## src/rtl/trellis_bank_ctrl.sv

```systemverilog
// Address and control sequencer for the Viterbi survivor-path memories: four-bank
// ping-pong trellis addressing, trace-back unit steering and display-memory control.
module trellis_bank_ctrl #(
  parameter int AW = 10
) (
  input  logic              clk_i,
  input  logic              rst_i,
  input  logic              enable_i,
  output logic [3:0]        bank_we_o,
  output logic [4*AW-1:0]   bank_addr_o,
  output logic [1:0]        tbu_en_o,
  output logic [1:0]        tbu_sel_o,
  output logic [7:0]        tbu_src_o,
  output logic [2*AW-1:0]   disp_addr_o,
  output logic              disp_out_sel_o,
  output logic              block_done_o
);

  localparam logic [AW-1:0] CNT_MAX  = {AW{1'b1}};
  localparam logic [AW-1:0] RD_INIT  = {{(AW-1){1'b1}}, 1'b0};
  localparam logic [AW-1:0] DRD_INIT = {{(AW-2){1'b1}}, 2'b01};
  localparam logic [AW-1:0] DWR_INIT = AW'(2);

  logic [AW-1:0]   wr_cnt_q, wr_cnt_d, rd_cnt_q, rd_cnt_d;
  logic [AW-1:0]   dwr_cnt_q, dwr_cnt_d, drd_cnt_q, drd_cnt_d;
  logic [1:0]      wr_bank_q, wr_bank_d, b_d1_q, b_d2_q;
  logic            wr_wrap_s;
  logic [3:0]      bank_we_q, bank_we_d;
  logic [4*AW-1:0] bank_addr_q, bank_addr_d;
  logic [1:0]      tbu_en_q, tbu_en_d, tbu_sel_q, tbu_sel_d;
  logic [7:0]      tbu_src_q, tbu_src_d;
  logic [1:0]      tbu0_s0_s, tbu0_s1_s, tbu1_s0_s, tbu1_s1_s;
  logic            ds_q;
  logic [1:0]      ds_dly_q;
  logic            disp_out_sel_q;
  logic [2*AW-1:0] disp_addr_q, disp_addr_d;

  always_comb begin
    wr_wrap_s    = enable_i && (wr_cnt_q == CNT_MAX);
    block_done_o = wr_wrap_s && !rst_i;
    wr_cnt_d     = enable_i ? wr_cnt_q + AW'(1) : {AW{1'b0}};
    rd_cnt_d     = enable_i ? rd_cnt_q - AW'(1) : rd_cnt_q;
    wr_bank_d    = wr_wrap_s ? wr_bank_q + 2'd1 : wr_bank_q;
    dwr_cnt_d    = enable_i ? dwr_cnt_q - AW'(1) : DWR_INIT;
    drd_cnt_d    = enable_i ? drd_cnt_q + AW'(1) : DRD_INIT;
  end

  // Bank role is fixed by its distance from the write bank: 0 write, 2 idle, 1/3 read.
  always_comb begin
    bank_we_d   = 4'b0000;
    bank_addr_d = {(4*AW){1'b0}};
    for (int i = 0; i < 4; i++) begin
      bank_we_d[i] = (wr_bank_q == 2'(i));
      case (2'(i) - wr_bank_q)
        2'd0:    bank_addr_d[i*AW +: AW] = wr_cnt_q;
        2'd2:    bank_addr_d[i*AW +: AW] = {AW{1'b0}};
        default: bank_addr_d[i*AW +: AW] = rd_cnt_q;
      endcase
    end
  end

  always_comb begin
    tbu_en_d  = tbu_en_q | {b_d2_q == 2'd3, b_d2_q == 2'd2};
    tbu_sel_d = {~b_d2_q[0], b_d2_q[0]};
    if (b_d2_q[1]) begin
      tbu0_s0_s = 2'd1;
      tbu0_s1_s = 2'd0;
    end else begin
      tbu0_s0_s = 2'd3;
      tbu0_s1_s = 2'd2;
    end
    if (b_d2_q[1] == b_d2_q[0]) begin
      tbu1_s0_s = 2'd2;
      tbu1_s1_s = 2'd1;
    end else begin
      tbu1_s0_s = 2'd0;
      tbu1_s1_s = 2'd3;
    end
    tbu_src_d   = {tbu1_s1_s, tbu1_s0_s, tbu0_s1_s, tbu0_s0_s};
    disp_addr_d = ds_q ? {drd_cnt_q, dwr_cnt_q} : {dwr_cnt_q, drd_cnt_q};
  end

  // disp_out_sel trails the display-address stage by two cycles (three flops after ds).
  always_ff @(posedge clk_i) begin
    if (rst_i) begin
      wr_cnt_q       <= {AW{1'b0}};
      rd_cnt_q       <= RD_INIT;
      dwr_cnt_q      <= DWR_INIT;
      drd_cnt_q      <= DRD_INIT;
      wr_bank_q      <= 2'd0;
      b_d1_q         <= 2'd0;
      b_d2_q         <= 2'd0;
      bank_we_q      <= 4'b0000;
      bank_addr_q    <= {(4*AW){1'b0}};
      tbu_en_q       <= 2'b00;
      tbu_sel_q      <= 2'b00;
      tbu_src_q      <= 8'h00;
      ds_q           <= 1'b0;
      ds_dly_q       <= 2'b00;
      disp_out_sel_q <= 1'b0;
      disp_addr_q    <= {(2*AW){1'b0}};
    end else begin
      wr_cnt_q       <= wr_cnt_d;
      rd_cnt_q       <= rd_cnt_d;
      dwr_cnt_q      <= dwr_cnt_d;
      drd_cnt_q      <= drd_cnt_d;
      wr_bank_q      <= wr_bank_d;
      b_d1_q         <= wr_bank_q;
      b_d2_q         <= b_d1_q;
      bank_we_q      <= bank_we_d;
      bank_addr_q    <= bank_addr_d;
      tbu_en_q       <= tbu_en_d;
      tbu_sel_q      <= tbu_sel_d;
      tbu_src_q      <= tbu_src_d;
      ds_q           <= b_d2_q[0];
      ds_dly_q       <= {ds_dly_q[0], ds_q};
      disp_out_sel_q <= ds_dly_q[1];
      disp_addr_q    <= disp_addr_d;
    end
  end

  assign bank_we_o      = bank_we_q;
  assign bank_addr_o    = bank_addr_q;
  assign tbu_en_o       = tbu_en_q;
  assign tbu_sel_o      = tbu_sel_q;
  assign tbu_src_o      = tbu_src_q;
  assign disp_addr_o    = disp_addr_q;
  assign disp_out_sel_o = disp_out_sel_q;

endmodule
```

## config.mk

```make
export PLATFORM = sky130hd
export DESIGN_NAME = trellis_bank_ctrl
export DESIGN_NICKNAME = d
export VERILOG_FILES = /design/src/rtl/trellis_bank_ctrl.sv
export SDC_FILE = /design/constraint.sdc
export NUM_CORES = 1
export LEC_CHECK = 0
export ABC_CLOCK_PERIOD_IN_PS = 2380
export CELL_PAD_IN_SITES_DETAIL_PLACEMENT = 1
export CELL_PAD_IN_SITES_GLOBAL_PLACEMENT = 1
export CORE_MARGIN = 4
export CORE_UTILIZATION = 43
export DETAILED_ROUTE_END_ITERATION = 16
export PLACE_DENSITY = 0.95
export REMOVE_ABC_BUFFERS = 1
export SETUP_SLACK_MARGIN = 0.15
export SYNTH_ARGS = -nofsm -noshare
export SYNTH_HDL_FRONTEND = slang
export SYNTH_SLANG_ARGS = --single-unit
```

## constraint.sdc

```tcl
create_clock -name clk_i -period 2.38 [get_ports clk_i]
set_input_delay 0.476 -clock clk_i [delete_from_list [all_inputs] [get_ports clk_i]]
set_output_delay 0.476 -clock clk_i [all_outputs]
set_load 0.1 [all_outputs]
```

==> impl_summary.log, run 1 <==
INFO  metric floorplan.die.height = 111.0 um
INFO  metric critPathMaxFanout = 6
INFO  metric dieWidth = 111.0 um
INFO  metric critPathMaxStageDelay = 420 ps
INFO  metric h-tree-depth = 4
INFO  metric io-pin-count = 81
INFO  metric final_cell_mix = sky130_fd_sc_hd__dfxtp_1 (114), sky130_fd_sc_hd__buf_4 (87), sky130_fd_sc_hd__nor2_1 (61)
INFO  metric post-place-cells = 675
INFO  metric dp_worst_setup_slack = 98.86 ps
INFO  metric report.final.slew_viol_count = 0
INFO  metric clock_insertion_delay_worst_skew = 520 ps
INFO  metric tritoncts_num_sinks = 121
INFO  metric hold-worst-slack = 438.5 ps
INFO  metric postCtsHoldBufs = 0
INFO  metric end_kind = output port
INFO  metric crit_arrival = 1700 ps
INFO  metric ys_ff_latch = 121
INFO  metric drt_first_iter_violations = 175
INFO  metric seqPwrFrac = 40.7%
INFO  metric min-delay-path-class = reg2reg
INFO  metric layout_setup_ws = 200.2 ps
INFO  metric grt_pass1_wl = 20.60 mm
INFO  metric globalplace.congestion = 0.7885
INFO  metric r2r-start = wr_bank_q[1]
INFO  metric fin_worst_skew = 10.89 ps
INFO  metric fin_tns_setup = 0 ps
INFO  metric cts_buffer_depth = 2
INFO  metric number_of_nets_in_the_final_layout = 575
INFO  metric tritoncts = built
INFO  metric clk_root_buffer_cell = sky130_fd_sc_hd__clkbuf_8
INFO  metric post_synth_instance_area = 4558 um2
INFO  metric power = 5244 uW
INFO  metric crit_buf_inv = 2
INFO  metric ys_warn_count = 0
INFO  metric most_common_cell_after_layout_fill_and_taps_aside = sky130_fd_sc_hd__dfxtp_1
INFO  metric drt-total-wl = 12.68 mm
INFO  metric critPathKind = reg2out
INFO  metric setup_repair_after_global_routing_missed_its_margin = no
INFO  metric fillerInstances = 1147
INFO  metric power.switching = 1448 uW
INFO  metric cts-buffers-inserted = 17
INFO  metric area.sequential = 2439 um2
INFO  metric final.min_clock_period = 2180 ps
INFO  metric coreArea = 10320 um2
INFO  metric vias = 3789
INFO  metric run_status = finished clean
INFO  metric track_usage = 20.81%
INFO  metric worstHoldStart = b_d1_q[1]
INFO  metric total_area_of_multi_input_combinational_cells = 1951 um2
INFO  metric max_cap_viol_count = 0
INFO  metric min_period_over_period = 91.59%
INFO  metric power.internal = 3796 uW
INFO  metric drt_pass1_iterations = 4
INFO  metric leakagePower = 0.002384 uW
INFO  metric worst_path_max_delay_cell = sky130_fd_sc_hd__dfxtp_1
INFO  metric worst_setup_hold_path_clk_slew = 60 ps
INFO  metric ant_nets = 0
INFO  metric clock_power_share = 48.5%
INFO  metric dpl.hpwl = 8.064 mm
INFO  metric clock.fmax = 458.8 MHz
INFO  metric power-per-cell-area = 889.9 nW/um2
INFO  metric critical_path.cell_chain = nand3_4 > nor4_2 > buf_4 > buf_12
INFO  metric syn_avg_cell_area = 9.340 um2
INFO  metric power.share.switching = 27.61%
INFO  metric relSlewSlack = 42.42%
INFO  metric irDropWorstVdd = 0.0004450 V
INFO  metric worst_setup_path_start_kind = register
INFO  metric synth.lib_cells_used.distinct = 38
INFO  metric grt_max_degree = 49
INFO  metric crit_path_start = wr_cnt_q[3]
INFO  metric via_count_of_the_first_global_routing_pass = 4059
INFO  metric buffer_ports.inserted = 78
INFO  metric yosysSeqAreaShare = 53.14%
INFO  metric antenna_found_initial = 0
INFO  metric avgViaCountPerCell = 5.352
INFO  metric initial_utilization = 44.15%
INFO  metric overflow = 0
INFO  metric layout_cells_sized_above_1 = 25.00%
INFO  metric setup_viol_count_final = 0
INFO  metric finalHoldViolCount = 0
INFO  metric n_antenna_cell = 0
INFO  metric die_area = 12310 um2
INFO  metric critPathRequiredTime = 1900 ps
INFO  metric combPwrFrac = 10.8%
INFO  metric ff2ff_setup_slack = 560 ps
INFO  metric stdcell_count = 708
INFO  metric routed_wire_length_per_instance = 17.91 um
INFO  metric row_count = 37
INFO  metric residual_drc_count = 0
INFO  metric slew_at_the_pin_closest_to_its_max_slew_limit = 863.7 ps
INFO  metric worst_path_top_cell_family_by_delay = simple AND/OR/NAND/NOR gates
INFO  metric area_growth = 29.29%
INFO  metric post_synth_inst_count = 488
==> synthesized netlist by cell type <==
cell | n | area share (%)
sky130_fd_sc_hd__nand3_1 | 16 | 1.8
sky130_fd_sc_hd__buf_6 | 1 | 0.25
sky130_fd_sc_hd__or3b_2 | 8 | 1.5
sky130_fd_sc_hd__buf_2 | 5 | 0.55
sky130_fd_sc_hd__o31ai_1 | 6 | 0.99
sky130_fd_sc_hd__nor3_1 | 1 | 0.11
sky130_fd_sc_hd__nand4_1 | 3 | 0.41
sky130_fd_sc_hd__dfxtp_1 | 121 | 53
sky130_fd_sc_hd__nand2b_1 | 2 | 0.27
sky130_fd_sc_hd__xor2_1 | 4 | 0.77
sky130_fd_sc_hd__nor2b_1 | 13 | 1.8
sky130_fd_sc_hd__mux2_2 | 2 | 0.49
sky130_fd_sc_hd__conb_1 | 1 | 0.082
sky130_fd_sc_hd__or4_1 | 5 | 0.82
sky130_fd_sc_hd__nand2_1 | 36 | 3.0
sky130_fd_sc_hd__or4b_1 | 2 | 0.44
sky130_fd_sc_hd__clkbuf_1 | 24 | 2.0
sky130_fd_sc_hd__buf_1 | 2 | 0.16
sky130_fd_sc_hd__nand3b_1 | 2 | 0.33
sky130_fd_sc_hd__ha_1 | 12 | 3.3
sky130_fd_sc_hd__and4_1 | 2 | 0.38
sky130_fd_sc_hd__or3_1 | 15 | 2.1
sky130_fd_sc_hd__inv_1 | 10 | 0.82
sky130_fd_sc_hd__and3_1 | 1 | 0.14
sky130_fd_sc_hd__nor2_1 | 61 | 5.0
sky130_fd_sc_hd__nor3b_1 | 20 | 3.3
sky130_fd_sc_hd__and2_1 | 4 | 0.55
sky130_fd_sc_hd__a31oi_1 | 1 | 0.14
sky130_fd_sc_hd__nor4_1 | 5 | 0.69
sky130_fd_sc_hd__clkbuf_2 | 1 | 0.11
sky130_fd_sc_hd__o21ai_0 | 15 | 1.6
sky130_fd_sc_hd__a21oi_1 | 50 | 5.5
sky130_fd_sc_hd__mux2i_1 | 24 | 5.3
sky130_fd_sc_hd__or2b_1 | 1 | 0.16
sky130_fd_sc_hd__or4_4 | 1 | 0.25
sky130_fd_sc_hd__buf_4 | 6 | 0.99
sky130_fd_sc_hd__clkinv_1 | 1 | 0.082
sky130_fd_sc_hd__xnor2_1 | 4 | 0.77
==> worst paths after layout <==
path,to,cells after the start
worst max register to register,bank_addr_o[17],4
worst max-delay path,block_done_o,4
worst min register to register,b_d2_q[1],1
worst min-delay path,b_d2_q[1],1
==> cells by family (layout without fill, tap and decap cells) <==
group,after synthesis,after routing,synth area share [%]
compound gates,72,72,8.262
other cells,1,2,0.08227
mux,26,26,5.764
buf+inv,50,133,4.941
xor+xnor,8,8,1.537
simple gates,198,198,22.98
flops,121,121,53.14
fa+ha+maj,12,12,3.294
==> timing repair <==
item / in CTS / in global routing
endpoints found under the hold margin: 0 / 0
pin swaps: 1 / 1
gates resized for setup: 13 / 4
setup endpoints to repair: 1 / 1
setup buffers: 2 / 0
==> flip-flops by register name, summed over array words and instances (netlist names) <==
name	cells
b_d1_q	2
b_d2_q	2
bank_addr_o	40
bank_we_o	4
disp_addr_o	20
disp_out_sel_o	1
drd_cnt_q	10
ds_dly_q	2
dwr_cnt_q	10
rd_cnt_q	10
tbu_en_o	2
tbu_sel_o	2
tbu_src_o	4
wr_bank_q	2
wr_cnt_q	10
==> final cells by class <==
cell class,count,share of cell area [%]
clock buffer,17,7.028
clock inverter,14,2.909
inverter,11,0.7006
multi-input combinational,318,33.10
sequential,121,41.38
tap,136,2.887
timing repair buffer,91,12.00
==> power by group through the flow <==
| stage | Sequential [uW] | Clock (uW) | Combinational (uW) |
|---|---|---|---|
| 3_3_place_gp | 2170 | 0 | 550 |
| 3_5_place_dp | 2180 | 0 | 560 |
| 2_1_floorplan | 2490 | 0 | 106 |
| 5_1_grt | 2140 | 2670 | 593 |
| 6_report | 2130 | 2540 | 568 |
| 4_1_cts | 2130 | 2580 | 571 |
==> stage by stage <==
| step | instance area (um2) | util [%] |
|---|---|---|
| 3_5_place_dp | 5241 | 50.77 |
| 5_1_grt | 5893 | 57.08 |
| 6_report | 5893 | 57.08 |
| 3_3_place_gp | 5241 | 50.77 |
| 4_1_cts | 5887 | 57.02 |
| 2_1_floorplan | 4378 | - |
==> metal layers <==
| metal | up-vias | global-route usage (%) | routed length, um |
|---|---|---|---|
| met5 | - | 0 | 0 |
| met4 | 0 | 8.374 | 204 |
| met3 | 21 | 4.858 | 596 |
| met2 | 101 | 39.16 | 6919 |
| met1 | 1877 | 22.18 | 4959 |
| li1 | 1790 | - | - |
(Power assumes the default switching activity.)
==> run 2: changes to the inputs <==
CTS_CLUSTER_DIAMETER = 50   (was default)
==> results of run 2 <==
No change in the layout: final DEF, timing and power equal those of run 1.
